## src/rtl/shift_pipe_if.sv

```systemverilog
// Handshake bundle for the shift pipe: operand/op/tag in, result/tag out.
// The master drives operations and accepts results; the slave is the unit.
interface shift_pipe_if #(
    parameter int N     = 32,
    parameter int TAG_W = 4
);
    logic                   in_valid;
    logic                   in_ready;
    logic [N-1:0]           in_data;
    logic [$clog2(N)-1:0]   in_shamt;
    logic [1:0]             in_op;
    logic [TAG_W-1:0]       in_tag;

    logic                   out_valid;
    logic                   out_ready;
    logic [N-1:0]           out_data;
    logic [TAG_W-1:0]       out_tag;
    logic                   out_zero;

    modport master (
        output in_valid, in_data, in_shamt, in_op, in_tag, out_ready,
        input  in_ready, out_valid, out_data, out_tag, out_zero
    );

    modport slave (
        input  in_valid, in_data, in_shamt, in_op, in_tag, out_ready,
        output in_ready, out_valid, out_data, out_tag, out_zero
    );
endinterface

```

## src/rtl/shift_pipe.sv

```systemverilog
// Two-stage 32-bit shifter (SLL/SRL/SRA/PASS): stage 1 shifts by whole bytes,
// stage 2 by the remaining 0-7 bits; valid/ready on both sides, 1 op/cycle.
module shift_pipe #(
    parameter int N     = 32,
    parameter int TAG_W = 4
) (
    input  logic          clk,
    input  logic          rst,
    shift_pipe_if.slave   bus
);
    localparam int SH_W  = $clog2(N);
    localparam int LANES = N / 8;

    typedef enum logic [1:0] {
        OP_SLL  = 2'b00,
        OP_SRL  = 2'b01,
        OP_SRA  = 2'b10,
        OP_PASS = 2'b11
    } op_e;

    // Stage-1 state
    logic             s1_valid_reg;
    op_e              s1_op_reg;
    logic [TAG_W-1:0] s1_tag_reg;
    logic [2:0]       s1_fine_reg;
    logic             s1_sign_reg;
    logic [N-1:0]     s1_data_reg;

    // Stage-2 (output) state
    logic             s2_valid_reg;
    logic [N-1:0]     out_data_reg;
    logic [TAG_W-1:0] out_tag_reg;
    logic             out_zero_reg;

    logic             s2_adv;
    logic             s1_adv;
    logic             in_fire;

    op_e              in_op_e;
    logic [1:0]       coarse_sel;
    logic             coarse_fill;
    logic [N-1:0]     coarse_right;
    logic [N-1:0]     coarse_left;
    logic [N-1:0]     coarse_next;
    logic [N-1:0]     fine_next;

    // Handshake: a full stage may advance only if the one after it can take it.
    assign s2_adv  = !s2_valid_reg || bus.out_ready;
    assign s1_adv  = !s1_valid_reg || s2_adv;
    assign in_fire = bus.in_valid && s1_adv;

    assign bus.in_ready  = s1_adv;
    assign bus.out_valid = s2_valid_reg;
    assign bus.out_data  = out_data_reg;
    assign bus.out_tag   = out_tag_reg;
    assign bus.out_zero  = out_zero_reg;

    assign in_op_e     = op_e'(bus.in_op);
    assign coarse_sel  = bus.in_shamt[SH_W-1:3];
    assign coarse_fill = (in_op_e == OP_SRA) && bus.in_data[N-1];

    // Coarse shift as a per-byte-lane mux: each output lane picks one input lane or fill.
    genvar gi;
    generate
        for (gi = 0; gi < LANES; gi++) begin : g_lane
            logic [7:0] lane_right;
            logic [7:0] lane_left;

            always_comb begin
                lane_right = {8{coarse_fill}};
                lane_left  = 8'h00;
                for (int j = 0; j < LANES; j++) begin
                    if (j == gi + int'(coarse_sel)) begin
                        lane_right = bus.in_data[8*j +: 8];
                    end
                    if (j + int'(coarse_sel) == gi) begin
                        lane_left = bus.in_data[8*j +: 8];
                    end
                end
            end

            assign coarse_right[8*gi +: 8] = lane_right;
            assign coarse_left[8*gi +: 8]  = lane_left;
        end
    endgenerate

    always_comb begin
        coarse_next = bus.in_data;
        case (in_op_e)
            OP_SLL:  coarse_next = coarse_left;
            OP_SRL:  coarse_next = coarse_right;
            OP_SRA:  coarse_next = coarse_right;
            default: coarse_next = bus.in_data;
        endcase
    end

    // Right shifts go through a double-width word so the upper half supplies the fill.
    function automatic logic [N-1:0] fine_shift(
        input logic [N-1:0] d,
        input logic [2:0]   amt,
        input op_e          op,
        input logic         sign
    );
        logic [2*N-1:0] ext;
        ext = {{N{sign && (op == OP_SRA)}}, d} >> amt;
        case (op)
            OP_SLL:  return d << amt;
            OP_SRL:  return ext[N-1:0];
            OP_SRA:  return ext[N-1:0];
            default: return d;
        endcase
    endfunction

    assign fine_next = fine_shift(s1_data_reg, s1_fine_reg, s1_op_reg, s1_sign_reg);

    always_ff @(posedge clk or negedge rst) begin
        if (!rst) begin
            s1_valid_reg <= 1'b0;
            s1_op_reg    <= OP_SLL;
            s1_tag_reg   <= '0;
            s1_fine_reg  <= '0;
            s1_sign_reg  <= 1'b0;
            s1_data_reg  <= '0;
        end else if (in_fire) begin
            s1_valid_reg <= 1'b1;
            s1_op_reg    <= in_op_e;
            s1_tag_reg   <= bus.in_tag;
            s1_fine_reg  <= bus.in_shamt[2:0];
            s1_sign_reg  <= bus.in_data[N-1];
            s1_data_reg  <= coarse_next;
        end else if (s1_adv) begin
            s1_valid_reg <= 1'b0;
        end
    end

    // An empty stage 1 still loads stage 2, but only as a bubble (valid follows s1).
    always_ff @(posedge clk or negedge rst) begin
        if (!rst) begin
            s2_valid_reg <= 1'b0;
            out_data_reg <= '0;
            out_tag_reg  <= '0;
            out_zero_reg <= 1'b0;
        end else if (s2_adv) begin
            s2_valid_reg <= s1_valid_reg;
            out_data_reg <= fine_next;
            out_tag_reg  <= s1_tag_reg;
            out_zero_reg <= (fine_next == '0);
        end
    end
endmodule

```

## src/flat_wrapper.sv

```systemverilog
// flat-port wrapper written by rule: the top's interface ports become plain ports
module shift_pipe_flat 
#(
    parameter int N     = 32,
    parameter int TAG_W = 4
)
  (clk, rst, bus_in_valid, bus_in_data, bus_in_shamt, bus_in_op, bus_in_tag, bus_out_ready, bus_in_ready, bus_out_valid, bus_out_data, bus_out_tag, bus_out_zero);
  shift_pipe_if #(.N(N), .TAG_W(TAG_W)) bus_i ();
  input  logic clk;
  input  logic rst;
  input wire logic [$bits(bus_i.in_valid)-1:0] bus_in_valid;
  input wire logic [$bits(bus_i.in_data)-1:0] bus_in_data;
  input wire logic [$bits(bus_i.in_shamt)-1:0] bus_in_shamt;
  input wire logic [$bits(bus_i.in_op)-1:0] bus_in_op;
  input wire logic [$bits(bus_i.in_tag)-1:0] bus_in_tag;
  input wire logic [$bits(bus_i.out_ready)-1:0] bus_out_ready;
  output wire logic [$bits(bus_i.in_ready)-1:0] bus_in_ready;
  output wire logic [$bits(bus_i.out_valid)-1:0] bus_out_valid;
  output wire logic [$bits(bus_i.out_data)-1:0] bus_out_data;
  output wire logic [$bits(bus_i.out_tag)-1:0] bus_out_tag;
  output wire logic [$bits(bus_i.out_zero)-1:0] bus_out_zero;
  assign bus_i.in_valid = bus_in_valid;
  assign bus_i.in_data = bus_in_data;
  assign bus_i.in_shamt = bus_in_shamt;
  assign bus_i.in_op = bus_in_op;
  assign bus_i.in_tag = bus_in_tag;
  assign bus_i.out_ready = bus_out_ready;
  assign bus_in_ready = bus_i.in_ready;
  assign bus_out_valid = bus_i.out_valid;
  assign bus_out_data = bus_i.out_data;
  assign bus_out_tag = bus_i.out_tag;
  assign bus_out_zero = bus_i.out_zero;
  shift_pipe #(.N(N), .TAG_W(TAG_W)) u_core (.clk(clk), .rst(rst), .bus(bus_i));
endmodule
```

## config.mk

```make
export PLATFORM = sky130hd
export DESIGN_NAME = shift_pipe_flat
export DESIGN_NICKNAME = d
export VERILOG_FILES = /design/src/rtl/shift_pipe_if.sv /design/src/rtl/shift_pipe.sv /design/src/flat_wrapper.sv
export SDC_FILE = /design/constraint.sdc
export NUM_CORES = 1
export LEC_CHECK = 0
export CORE_MARGIN = 2
export CORE_UTILIZATION = 30
export DETAILED_ROUTE_END_ITERATION = 8
export GPL_ROUTABILITY_DRIVEN = 0
export PLACE_DENSITY = 0.57
export SETUP_SLACK_MARGIN = 0.5
export SKIP_LAST_GASP = 1
export SYNTH_ARGS = -nofsm -noshare
export SYNTH_HDL_FRONTEND = slang
export SYNTH_SLANG_ARGS = --single-unit
```

## constraint.sdc

```tcl
create_clock -name clk -period 6.5 [get_ports clk]
set_clock_uncertainty 0.15 [all_clocks]
set_input_delay 1.3 -clock clk [delete_from_list [all_inputs] [get_ports clk]]
set_output_delay 1.3 -clock clk [all_outputs]
set_load 0.01 [all_outputs]
```

==> results.sh <==
export IMPL_postCtsSetupBuffers=0
export IMPL_yosysMostFrequentCell="nand2_1"
export IMPL_leakage_nw=3.42
export IMPL_ys_seq_elements=81
export IMPL_yosys_top_cells_area="dfrtp_1, mux2i_1, nand2_1"
export IMPL_cts_sinks=81
export IMPL_relSlewSlack_pct=31.2
export IMPL_io_pins=86
export IMPL_cp_data_required_time_ps=5050
export IMPL_cts_resized=0
export IMPL_synth_top_area_share_pct=28.1
export IMPL_dr_first_iter_drc_count=857
export IMPL_worstRegToRegCells=9
export IMPL_crit_fanout=29
export IMPL_grt_pass1_wl_um=38700
export IMPL_die_w_um=159
export IMPL_rows=56
export IMPL_grt_pass1_vias=6696
export IMPL_vias=7212
export IMPL_first_pass_iters=5
export IMPL_r2r_slack_ps=2270
export IMPL_clkLatencyLatePin_ps=350
export IMPL_finalSetupViolations=0
export IMPL_period_needed_ps=4240
export IMPL_core_area_um2=23500
export IMPL_synth_seq_area_share_pct=28.1
export IMPL_drc=0
export IMPL_cts_buffer_depth=2
export IMPL_synth_cell_type_count=59
export IMPL_hpwl_um=17600
export IMPL_avgSynthCellArea_um2=7.96
export IMPL_fp_dieH_um=159
export IMPL_tns_ps=0
export IMPL_cts_tree="built"
export IMPL_power_density_nw_per_um2=294
export IMPL_synth_top_area_cell="dfrtp_1"
export IMPL_grt_total_usage_pct=18.9
export IMPL_fin_crit_sh_pct=65.2
export IMPL_wl_um=24500
export IMPL_antenna_found_initial=0
export IMPL_htree_levels=3
export IMPL_synth_enable_flop_cells=0
export IMPL_vias_per_cell=5.80
export IMPL_vdd_ir_drop_max_v=0.000131
export IMPL_rsz0062_at_grt="false"
export IMPL_setup_slack_ps=2260
export IMPL_port_buffer_count=85
export IMPL_cts_root_buffer="clkbuf_16"
export IMPL_grt_max_degree=78
export IMPL_synth_flop_cell="dfrtp_1"
export IMPL_crit_arrival_ps=2790
export IMPL_min_path_cells=2
export IMPL_pre_cts_ws_ps=2260
export IMPL_layout_nets=972
export IMPL_hold_buffers=0
export IMPL_fill_cells=2523
export IMPL_start_util_pct=30.6
export IMPL_clk_pin_slew_ps=60
export IMPL_synthesis_nets=959
export IMPL_antenna_cells=0
export IMPL_fmax_mhz=236
export IMPL_syn_to_final_growth_pct=17.6
export IMPL_drv_cap=0
export IMPL_crit_path_start_kind="primary input"
export IMPL_drv_slew=0
export IMPL_worstMarginPinSlew_ps=1030
export IMPL_critPathCaptureType="primary output"
export IMPL_yosys_top_cells_count="nand2_1, nor2_1, dfrtp_1"
export IMPL_run_status="finished, final reports clean"
export IMPL_drtAntennaViolNets=0
export IMPL_async_flop_share_pct=100
export IMPL_cts_buffers_inserted=9
export IMPL_final_layout_size_suffix_gt1_share_pct=10.5
export IMPL_synth_area_um2=7220
export IMPL_dieArea_um2=25300
export IMPL_syn_instance_count=906
export IMPL_grt_overflow_total=0
export IMPL_path_class="in -> out"
export IMPL_ys_warn_count=0
export IMPL_hold_class="reg -> reg"
export IMPL_final_hold_violation_count=0
export IMPL_wl_per_cell_um=19.7
==> metrics by stage <==
stage	instances	instance area [um2]	util [%]	hold slack [ps]	power, mW
after floorplan	906	7220	-	285	1.47
after global placement	1227	8140	34.6	299	1.89
after detailed placement	1227	8140	34.6	304	1.89
after CTS	1243	8480	36.0	319	2.48
after global routing	1243	8480	36.0	341	2.63
final	1243	8480	36.0	315	2.49
==> placed cells by master (no fill, tap or decap), types with 3 or more instances in the layout <==
cell / instances
a221oi_1: 11
a21o_1: 3
or4_1: 3
a21oi_1: 60
mux2i_1: 65
o21ai_0: 73
a2111oi_0: 4
nor3_1: 10
nor2_1: 112
nand2_1: 117
clkdlybuf4s50_1: 84
nand2b_1: 13
mux2_2: 39
a2bb2oi_1: 7
a211oi_1: 22
o22ai_1: 37
o2bb2ai_1: 3
and3_1: 4
ha_1: 6
inv_1: 17
buf_4: 15
dfrtp_1: 79
o211ai_1: 13
bufinv_16: 3
mux4_2: 18
a22oi_1: 12
nand4_1: 3
nor2b_1: 16
or2_2: 3
o31ai_1: 9
o221ai_1: 5
clkbuf_16: 9
a31oi_1: 4
nand3_1: 5
==> critical path, cell delays in order <==
cell,delay [ps]
clkdlybuf4s50_1,420
nor2b_2,110
buf_4,280
nand2_1,160
clkdlybuf4s50_1,510
==> routing by layer <==
layer | wire [um] | GRT usage [%] | part of all wire [%] | up-vias
li1 | - | - | - | 3332
met1 | 11200 | 27.7 | 46 | 3358
met2 | 10300 | 27.4 | 42 | 458
met3 | 2280 | 3.31 | 9.3 | 64
met4 | 718 | 7.69 | 2.9 | 0
met5 | 0 | 0 | 0 | -
==> power by group <==
| part | leakage [nW] | internal (mW) | switching [mW] |
|---|---|---|---|
| clock | 0.162 | 0.375 | 0.210 |
| sequential | 0.997 | 0.613 | 0.187 |
| combinational | 2.26 | 0.509 | 0.598 |
==> cells by family (layout without fill, tap and decap cells) <==
logic type / count (synthesis) / after routing / share of synthesized area, %
fa+ha+maj: 6 / 6 / 1.04
simple gates: 295 / 295 / 17.4
buf+inv: 115 / 133 / 7.02
flops: 81 / 81 / 28.1
mux: 124 / 124 / 21.0
compound gates: 285 / 285 / 25.4
==> area by class of cell <==
| type | instances | area (um2) | share of cell area (%) |
|---|---|---|---|
| Timing Repair Buffer | 99 | 953 | 11.2 |
| Multi-Input combinational cell | 710 | 4690 | 55.3 |
| Sequential cell | 81 | 2030 | 24.0 |
| Clock buffer | 9 | 225 | 2.65 |
| Inverter | 18 | 67.6 | 0.796 |
| Tap cell | 319 | 399 | 4.71 |
| Clock inverter | 7 | 119 | 1.40 |
==> worst paths after layout <==
path	from	endpoint
worst min-delay path	u_core.bus.out_tag[1]$_DFFE_PN0P_	u_core.bus.out_tag[1]$_DFFE_PN0P_
max in group asynchronous	rst	u_core.s1_fine_reg[1]$_DFFE_PN0P_
worst max register to register	u_core.s1_op_reg[1]$_DFFE_PN0P_	u_core.bus.out_zero$_DFFE_PN0P_
worst max-delay path	bus_out_ready	bus_in_ready
min in group asynchronous	rst	u_core.bus.out_data[19]$_DFFE_PN0P_
worst min register to register	u_core.bus.out_tag[1]$_DFFE_PN0P_	u_core.bus.out_tag[1]$_DFFE_PN0P_
(Power assumes the default switching activity.)
